**src/rtl/tile_plotter_pkg.sv**
```systemverilog
// Shared definitions for the tile plotter: block type codes, pixel colours, tile geometry and
// the plotter state encoding. The arena RAM initialiser and game datapath use the same codes.
package tile_plotter_pkg;

  // Tile edge is 1 << TileBits pixels.
  localparam int unsigned TileBits = 3;
  localparam int unsigned TileW    = 1 << TileBits;

  // Block type codes carried on tile_val.
  localparam logic [2:0] BlkTile   = 3'd0;
  localparam logic [2:0] BlkPlayer = 3'd1;
  localparam logic [2:0] BlkWall   = 3'd2;
  localparam logic [2:0] BlkBlock  = 3'd3;
  localparam logic [2:0] BlkBomb   = 3'd4;

  // 3-bit RGB colours, bit 2 = red, bit 1 = green, bit 0 = blue.
  localparam logic [2:0] ColBlack   = 3'b000;
  localparam logic [2:0] ColBlue    = 3'b001;
  localparam logic [2:0] ColGreen   = 3'b010;
  localparam logic [2:0] ColRed     = 3'b100;
  localparam logic [2:0] ColMagenta = 3'b101;
  localparam logic [2:0] ColYellow  = 3'b110;
  localparam logic [2:0] ColWhite   = 3'b111;

  // Colour used for any block code outside the defined range.
  localparam logic [2:0] ColInvalid = ColMagenta;

  typedef enum logic [1:0] {
    StIdle,
    StDraw,
    StDone
  } plot_state_e;

endpackage

```
**src/rtl/tile_colour.sv**
```systemverilog
// Combinational pixel colour lookup: block type plus in-tile pixel position gives RGB colour.
// A pixel is on the border when either coordinate sits on the first or last row/column.
module tile_colour
  import tile_plotter_pkg::*;
#(
  parameter int unsigned TILE_BITS = TileBits
) (
  input  logic [2:0]           tile_val_i,
  input  logic [TILE_BITS-1:0] px_i,
  input  logic [TILE_BITS-1:0] py_i,
  output logic [2:0]           colour_o
);

  logic border;

  // Border detection on the outermost ring of the tile.
  always_comb begin
    border = (px_i == '0) || (px_i == '1) || (py_i == '0) || (py_i == '1);
  end

  // Colour selection per block type; codes 5-7 fall through to the invalid colour.
  always_comb begin
    colour_o = ColInvalid;
    case (tile_val_i)
      BlkTile:   colour_o = ColGreen;
      BlkPlayer: colour_o = border ? ColGreen : ColBlue;
      BlkWall:   colour_o = ColWhite;
      BlkBlock:  colour_o = border ? ColBlack : ColYellow;
      BlkBomb:   colour_o = border ? ColGreen : ColRed;
      default:   colour_o = ColInvalid;
    endcase
  end

endmodule

```
**src/rtl/tile_plotter.sv**
```systemverilog
// Expands one tile request into TILE_W x TILE_W raster-order pixel writes for the VGA adapter.
// A single pending slot holds one request that arrives while a tile is being drawn; a further
// request in that window is dropped and flagged on the sticky overflow output.
module tile_plotter
  import tile_plotter_pkg::*;
#(
  parameter int unsigned TILE_BITS = TileBits,
  parameter int unsigned COORD_W   = 4,
  parameter int unsigned X_W       = 8,
  parameter int unsigned Y_W       = 7
) (
  input  logic               clk,
  input  logic               reset,
  input  logic               plot,
  input  logic [COORD_W-1:0] tile_x,
  input  logic [COORD_W-1:0] tile_y,
  input  logic [2:0]         tile_val,
  output logic               busy,
  output logic               done,
  output logic               overflow,
  output logic [X_W-1:0]     vga_x,
  output logic [Y_W-1:0]     vga_y,
  output logic [2:0]         vga_colour,
  output logic               vga_plot
);

  plot_state_e state_q;

  // Position of the pixel currently presented on the vga_* outputs.
  logic [TILE_BITS-1:0] px_q, py_q;

  // Tile being drawn.
  logic [COORD_W-1:0] act_x_q, act_y_q;
  logic [2:0]         act_val_q;

  // One-deep holding slot for a request that arrives mid-draw.
  logic               pend_valid_q;
  logic [COORD_W-1:0] pend_x_q, pend_y_q;
  logic [2:0]         pend_val_q;

  logic               busy_q, done_q, overflow_q, vga_plot_q;
  logic [X_W-1:0]     vga_x_q;
  logic [Y_W-1:0]     vga_y_q;
  logic [2:0]         vga_colour_q;

  // Next raster position and the pixel to present on the coming edge.
  logic                 last_pix;
  logic [TILE_BITS-1:0] px_nxt, py_nxt;
  logic [COORD_W-1:0]   src_x, src_y;
  logic [2:0]           src_val;
  logic [TILE_BITS-1:0] src_px, src_py;
  logic [2:0]           src_colour;

  // Raster stepping: px wraps at the tile edge and carries into py.
  always_comb begin
    last_pix = (px_q == '1) && (py_q == '1);
    px_nxt   = px_q + TILE_BITS'(1);
    py_nxt   = (px_q == '1) ? py_q + TILE_BITS'(1) : py_q;
  end

  // Select the source of the next pixel: the active tile while drawing, otherwise the first
  // pixel of whichever request starts next (pending slot has priority over a fresh plot).
  always_comb begin
    src_x   = act_x_q;
    src_y   = act_y_q;
    src_val = act_val_q;
    src_px  = px_nxt;
    src_py  = py_nxt;
    if (state_q != StDraw) begin
      src_px = '0;
      src_py = '0;
      if ((state_q == StDone) && pend_valid_q) begin
        src_x   = pend_x_q;
        src_y   = pend_y_q;
        src_val = pend_val_q;
      end else begin
        src_x   = tile_x;
        src_y   = tile_y;
        src_val = tile_val;
      end
    end
  end

  tile_colour #(
    .TILE_BITS (TILE_BITS)
  ) u_tile_colour (
    .tile_val_i (src_val),
    .px_i       (src_px),
    .py_i       (src_py),
    .colour_o   (src_colour)
  );

  // Plotter FSM with registered outputs; every pixel write is registered from the src_* view.
  always_ff @(posedge clk) begin
    if (reset) begin
      state_q      <= StIdle;
      px_q         <= '0;
      py_q         <= '0;
      act_x_q      <= '0;
      act_y_q      <= '0;
      act_val_q    <= '0;
      pend_valid_q <= 1'b0;
      pend_x_q     <= '0;
      pend_y_q     <= '0;
      pend_val_q   <= '0;
      busy_q       <= 1'b0;
      done_q       <= 1'b0;
      overflow_q   <= 1'b0;
      vga_plot_q   <= 1'b0;
      vga_x_q      <= '0;
      vga_y_q      <= '0;
      vga_colour_q <= '0;
    end else begin
      done_q <= 1'b0;
      unique case (state_q)
        StIdle: begin
          if (plot) begin
            act_x_q      <= src_x;
            act_y_q      <= src_y;
            act_val_q    <= src_val;
            px_q         <= '0;
            py_q         <= '0;
            vga_plot_q   <= 1'b1;
            vga_x_q      <= X_W'({src_x, src_px});
            vga_y_q      <= Y_W'({src_y, src_py});
            vga_colour_q <= src_colour;
            busy_q       <= 1'b1;
            state_q      <= StDraw;
          end
        end

        StDraw: begin
          if (plot) begin
            if (!pend_valid_q) begin
              pend_valid_q <= 1'b1;
              pend_x_q     <= tile_x;
              pend_y_q     <= tile_y;
              pend_val_q   <= tile_val;
            end else begin
              overflow_q <= 1'b1;
            end
          end
          if (last_pix) begin
            vga_plot_q <= 1'b0;
            done_q     <= 1'b1;
            state_q    <= StDone;
          end else begin
            px_q         <= px_nxt;
            py_q         <= py_nxt;
            vga_x_q      <= X_W'({src_x, src_px});
            vga_y_q      <= Y_W'({src_y, src_py});
            vga_colour_q <= src_colour;
          end
        end

        StDone: begin
          if (pend_valid_q || plot) begin
            // A plot here refills the slot only if the slot is being drained this cycle.
            if (pend_valid_q) begin
              pend_valid_q <= plot;
              if (plot) begin
                pend_x_q   <= tile_x;
                pend_y_q   <= tile_y;
                pend_val_q <= tile_val;
              end
            end
            act_x_q      <= src_x;
            act_y_q      <= src_y;
            act_val_q    <= src_val;
            px_q         <= '0;
            py_q         <= '0;
            vga_plot_q   <= 1'b1;
            vga_x_q      <= X_W'({src_x, src_px});
            vga_y_q      <= Y_W'({src_y, src_py});
            vga_colour_q <= src_colour;
            state_q      <= StDraw;
          end else begin
            busy_q  <= 1'b0;
            state_q <= StIdle;
          end
        end

        default: begin
          busy_q     <= 1'b0;
          vga_plot_q <= 1'b0;
          state_q    <= StIdle;
        end
      endcase
    end
  end

  assign busy       = busy_q;
  assign done       = done_q;
  assign overflow   = overflow_q;
  assign vga_plot   = vga_plot_q;
  assign vga_x      = vga_x_q;
  assign vga_y      = vga_y_q;
  assign vga_colour = vga_colour_q;

endmodule
```
**config.mk**
```make
export PLATFORM = sky130hd
export DESIGN_NAME = tile_plotter
export DESIGN_NICKNAME = d
export VERILOG_FILES = /design/src/rtl/tile_plotter_pkg.sv /design/src/rtl/tile_colour.sv /design/src/rtl/tile_plotter.sv
export SDC_FILE = /design/constraint.sdc
export NUM_CORES = 1
export LEC_CHECK = 0
export CELL_PAD_IN_SITES_DETAIL_PLACEMENT = 1
export CELL_PAD_IN_SITES_GLOBAL_PLACEMENT = 1
export CORE_ASPECT_RATIO = 1.5
export CORE_MARGIN = 8
export CORE_UTILIZATION = 43
export DETAILED_ROUTE_END_ITERATION = 10
export PLACE_DENSITY = 0.88
export SLEW_MARGIN = 15
export SYNTH_ARGS = -nofsm -noshare
export SYNTH_HDL_FRONTEND = slang
export SYNTH_SLANG_ARGS = --single-unit
export TNS_END_PERCENT = 5
```
**constraint.sdc**
```tcl
create_clock -name clk -period 4.6 [get_ports clk]
set_input_delay 0.92 -clock clk [delete_from_list [all_inputs] [get_ports clk]]
set_output_delay 0.92 -clock clk [all_outputs]
set_load 0.01 [all_outputs]
```
Yosys cells after proc, flatten, opt, wreduce, memory -nomap -nowiden
Index checks and enable logic that the tools add are counted.
{"block": "classes", "n_addsub": 2, "eq_ne": 20, "n_mux": 72, "n_bitwise": 1, "n_reduce_logical": 22}
{"op": "4-bit two-way mux", "count": 18}
{"op": "3-bit two-way mux", "count": 21}
{"op": "4-bit one-hot mux with 2 select lines", "count": 4}
{"op": "3-bit one-hot mux with 3 select lines", "count": 3}
{"op": "8-bit two-way mux", "count": 3}
{"op": "8-bit one-hot mux with 3 select lines", "count": 1}
{"op": "7-bit two-way mux", "count": 3}
{"op": "7-bit one-hot mux with 3 select lines", "count": 1}
{"op": "2-bit inequality test, second input constant", "count": 8}
{"op": "3-bit == test, second input constant", "count": 5}
{"op": "3-bit one-hot mux with 5 select lines", "count": 1}
{"op": "3-bit AND reduction", "count": 5}
{"op": "3-bit one-hot mux with 2 select lines", "count": 2}
{"op": "3-bit logical NOT", "count": 3}
{"op": "1-bit two-way mux", "count": 8}
{"op": "3-bit by 1-bit adder with 3-bit output, second input constant", "count": 2}
{"op": "3-bit by 2-bit == test with 1-bit output, second input constant", "count": 2}
{"op": "2-bit two-way mux", "count": 3}
{"op": "1-bit one-hot mux with 3 select lines", "count": 2}
{"op": "2-bit one-hot mux with 3 select lines", "count": 1}
{"op": "6-bit AND reduction", "count": 1}
{"op": "1-bit logical OR", "count": 4}
{"op": "2-bit by 1-bit inequality test with 1-bit output, second input constant", "count": 2}
{"op": "4-bit AND reduction", "count": 1}
{"op": "other kinds (11)", "count": 13}
{"block": "word_totals", "regBits": 53, "input_bits": 14, "out_inout_bits": 22, "elab_cells": 134}

Logic depth before layout (Yosys ltp)
{"block": "logic_depth", "word_depth": 10, "mapped_depth": 8}

Cells and area by module
A second synthesis with hierarchy kept.
{"block": "hier_totals", "hier_cells": 280, "area_unflattened_um2": 2728.9}
{"mod": "tile_plotter", "instances": 1, "cells_per_inst": 263, "area_each_um2": 2628.8}
{"mod": "tile_colour", "instances": 1, "cells_per_inst": 17, "area_each_um2": 100.1}

Least setup slack after synthesis
Ideal clock, no wire load.
{"block": "synth_path", "kind": "input-to-reg", "from": "input plot", "to": "register vga_colour_q[1], in the netlist vga_colour[1]", "arrival_ps": 1935, "required_ps": 4478, "slack_ps": 2543, "path_stages": 6, "path_buffers": 2, "path_cell_list": "clkbuf_1 > a21oi_1 > o2bb2ai_1 > buf_2 > o221a_1 > a31oi_1"}
{"block": "synth_between", "elab_chain_cells": 3}
{"element": "from (decl)", "line": "tile_plotter.sv:14", "source": "input logic plot,"}
{"element": "1-bit logical OR", "line": "tile_plotter.sv:157", "source": "if (pend_valid_q || plot) begin"}
{"element": "2-bit by 1-bit inequality test with 1-bit output (no line)"}
{"element": "4-bit AND reduction (no line) (*)"}
{"element": "to (signal assigned)", "line": "tile_plotter.sv:126", "source": "vga_colour_q <= src_colour;"}
{"element": "to (signal assigned)", "line": "tile_plotter.sv:152", "source": "vga_colour_q <= src_colour;"}
{"element": "to (signal assigned)", "line": "tile_plotter.sv:175", "source": "vga_colour_q <= src_colour;"}
{"element": "to (decl)", "line": "tile_plotter.sv:44", "source": "logic [2:0] vga_colour_q;"}
Every way passes the cells marked *; elsewhere a longest branch is shown, timed or not.
A chain may end at the register's enable or synchronous reset.

Worst setup path in the final report
{"block": "layout_path", "from": "input plot", "to": "register vga_y_q[2], in the netlist vga_y[2]"}
{"block": "layout_between", "elab_chain_cells": 3}
{"element": "1-bit logical OR", "line": "tile_plotter.sv:157"}
{"element": "2-bit by 1-bit inequality test with 1-bit output (no line)"}
{"element": "4-bit AND reduction (no line) (*)"}
{"element": "to (signal assigned)", "line": "tile_plotter.sv:125", "source": "vga_y_q <= Y_W'({src_y, src_py});"}
{"element": "to (signal assigned)", "line": "tile_plotter.sv:151", "source": "vga_y_q <= Y_W'({src_y, src_py});"}
{"element": "to (signal assigned)", "line": "tile_plotter.sv:174", "source": "vga_y_q <= Y_W'({src_y, src_py});"}
{"element": "to (decl)", "line": "tile_plotter.sv:43", "source": "logic [Y_W-1:0] vga_y_q;"}
Marks and branches as above.

==> results.ini <==
[sta]
period_minus_slack_ns = 2.75
setup_viol_count_final = 0
maxSlewViolCount = 0
worst_slack_ns = 1.85
setup_tns_ns = 0
rsz0062_at_grt = false
hold_viol_final = 0
slew_headroom = 0.348
skew_ns = 0.00354
hold_ws_ns = 0.461
max_slew.worst_pin.slew_ns = 0.977
finalCritPeriodShare = 0.597
fmax_mhz = 364

[clock_network]
clock-sinks = 46
cts_root_buffer = clkbuf_8
clock_path_buffers = 2
clk_pin_slew_worst_paths_ns = 0.08
ctsHoldBuffers = 0
tritoncts = yes
postCtsSetupBuffers = 0
cts_buffers = 5
h-tree-depth = 2
cts.repair.resized = 0
clkLatencyLatePin_ns = 0.30

[global_route]
grt_usage = 0.166
grt_pass1_vias = 2313
grt_max_degree = 30
grt_pass1_wl_um = 11100
antenna_found_initial = 0
grt_overflow = 0

[setup_path]
r2r_end = vga_colour[0]
path_cells = clkdlybuf4s50_1 -> a21oi_1 -> o2bb2ai_1 -> buf_4 -> nand2_1 -> a22oi_1 -> nor2_1
r2r_cells = 5
end_kind = register
slowest_delay_ns = 0.88
slowest_stage = clkdlybuf4s50_1
timing.rr.start = state_q[1]
critPathCapture = vga_y[2]
crit_path_start_kind = input port
ff2ff_setup_slack_ns = 2.10
cp_max_fo = 21
crit_start = plot
worst-endpoint-arrival_ns = 2.90
path_class = in -> reg
critPathRequiredTime_ns = 4.75

[place]
pre_cts_ws_ns = 1.53
detailed_place.area_sq_um = 2660
post-dp-hpwl_um = 4680
routabilityCongestion = 0.803
place.port_buffers = 34

[floorplanning]
die_h_um = 106
rows = 33
start_util = 0.436
core_area_sq_um = 5330
ioPinCount = 36
die_x_um = 76.0
dieArea_sq_um = 8060

[finish]
diodes = 0
fill_cells = 632
final_nets = 317
syn2layout_area_growth_pct = 17.6
drive_above_1_share = 0.0836
fin_area_sq_um = 2730

[power]
finalPower_uw = 864
p_leak_nw = 1.02
powerDensity_nw_per_um2 = 316
ir_worst_vdd_mv = 0.199

[yosys]
synthTopCellsByArea = dfxtp_1 (40%), a211oi_1 (7.1%), a21oi_1 (7.1%)
synth-seq-area-share = 0.396
synth_seq_cells = 46
synth_top_area_cell = dfxtp_1
synthTopCellsByCount = dfxtp_1 (46), nor2_1 (35), a21oi_1 (33)
ys_async_sr_fraction = 0
avgSynthCellArea_sq_um = 8.39
synth_edf_count = 0
ys_types = 43
synth.cell_area_sq_um = 2320
yosysMostFrequentCell = dfxtp_1
synth_top_area_share = 0.396
netlist_instances = 277
synth-main-ff-cell = dfxtp_1
synth_warnings = 0
syn_nets = 295

[detailed_routing]
drt_pass1_iterations = 5
wl_um = 6400
wl_per_cell_um = 17.3
drc = 0
ant_nets = 0
dr.first_iter.drc_count = 83
vias = 2107
avgViaCountPerCell = 5.71

[run_status]
status = finished clean

[run]
maxCapViolations = 0

[hold_path]
min_path_type = reg -> reg

## critical path: cells and delay by family
kind	cells	cell delay, ns
buffers and inverters	2	1.15
AO/OA/AOI/OAI	3	0.63
AND/OR/NAND/NOR	2	0.19
## registers in the layout, summed over array words and instances, names as in the netlist
register and count:
py_q 2, vga_plot 1, pend_x_q 4, vga_y 5, act_y_q 4, vga_colour 3
pend_val_q 3, state_q 2, pend_y_q 4, busy 1, act_x_q 4, done 1
px_q 2, act_val_q 3, overflow 1, vga_x 5, pend_valid_q 1
## cell usage in the layout (no fill, tap or decap), types with 3 or more instances in the layout
cell type / count
dfxtp_1: 46
nor2_1: 35
clkdlybuf4s50_1: 34
a21oi_1: 33
nand2_1: 27
a211oi_1: 22
nand3_1: 14
mux2i_1: 10
mux2_2: 6
nor3_1: 5
nand3b_1: 5
clkbuf_8: 5
buf_4: 5
o21ai_0: 4
and3b_1: 4
ha_1: 4
inv_1: 3
nor2b_1: 3
## cell families after synthesis
logic type | count (synthesis) | share of synthesized area
AND/OR/NAND/NOR | 105 | 0.222
AO/OA/AOI/OAI | 78 | 0.225
flip-flops | 46 | 0.396
buffers and inverters | 27 | 0.0619
multiplexers | 16 | 0.0722
adder cells (fa/ha/maj) | 4 | 0.0215
other | 1 | 0.00161
## layer usage
layer | up-vias | part of all wire | track usage
li1 | 1027 | - | -
met4 | 0 | 0.025 | 0.0704
met3 | 12 | 0.029 | 0.0296
met2 | 38 | 0.56 | 0.331
met5 | - | 0 | 0
met1 | 1030 | 0.38 | 0.161
## through the flow
stage          utilization  std cells
6_report             0.513        369
4_1_cts              0.513        369
3_5_place_dp         0.499        362
2_1_floorplan            -        277
3_3_place_gp         0.499        362
5_1_grt              0.513        369
## report_power, final
part | switching, mW | total [mW] | internal [mW]
clock network | 0.131 | 0.236 | 0.105
logic | 0.0954 | 0.180 | 0.0845
registers | 0.0231 | 0.448 | 0.425
total | 0.249 | 0.864 | 0.614
## how the worst min path moves through the flow
stage	from	to	cells past startpoint
floorplan	pend_val_q[0]	pend_val_q[0]	2
detailed placement	pend_x_q[2]	pend_x_q[2]	2
CTS	pend_x_q[2]	pend_x_q[2]	2
finish	pend_x_q[2]	pend_x_q[2]	2
global placement	pend_val_q[2]	pend_val_q[2]	2
global route	pend_x_q[1]	pend_x_q[1]	2
## cell type report
class	instances	area [sq um]	share of cell area
multi-input cells	204	1260	0.461
flip-flops and latches	46	921	0.337
repair buffers	39	378	0.138
well taps	70	87.6	0.0321
clock buffers	7	76.3	0.0279
inverters	3	11.3	0.00412
Note: power is estimated with default switching activity, not from simulation.
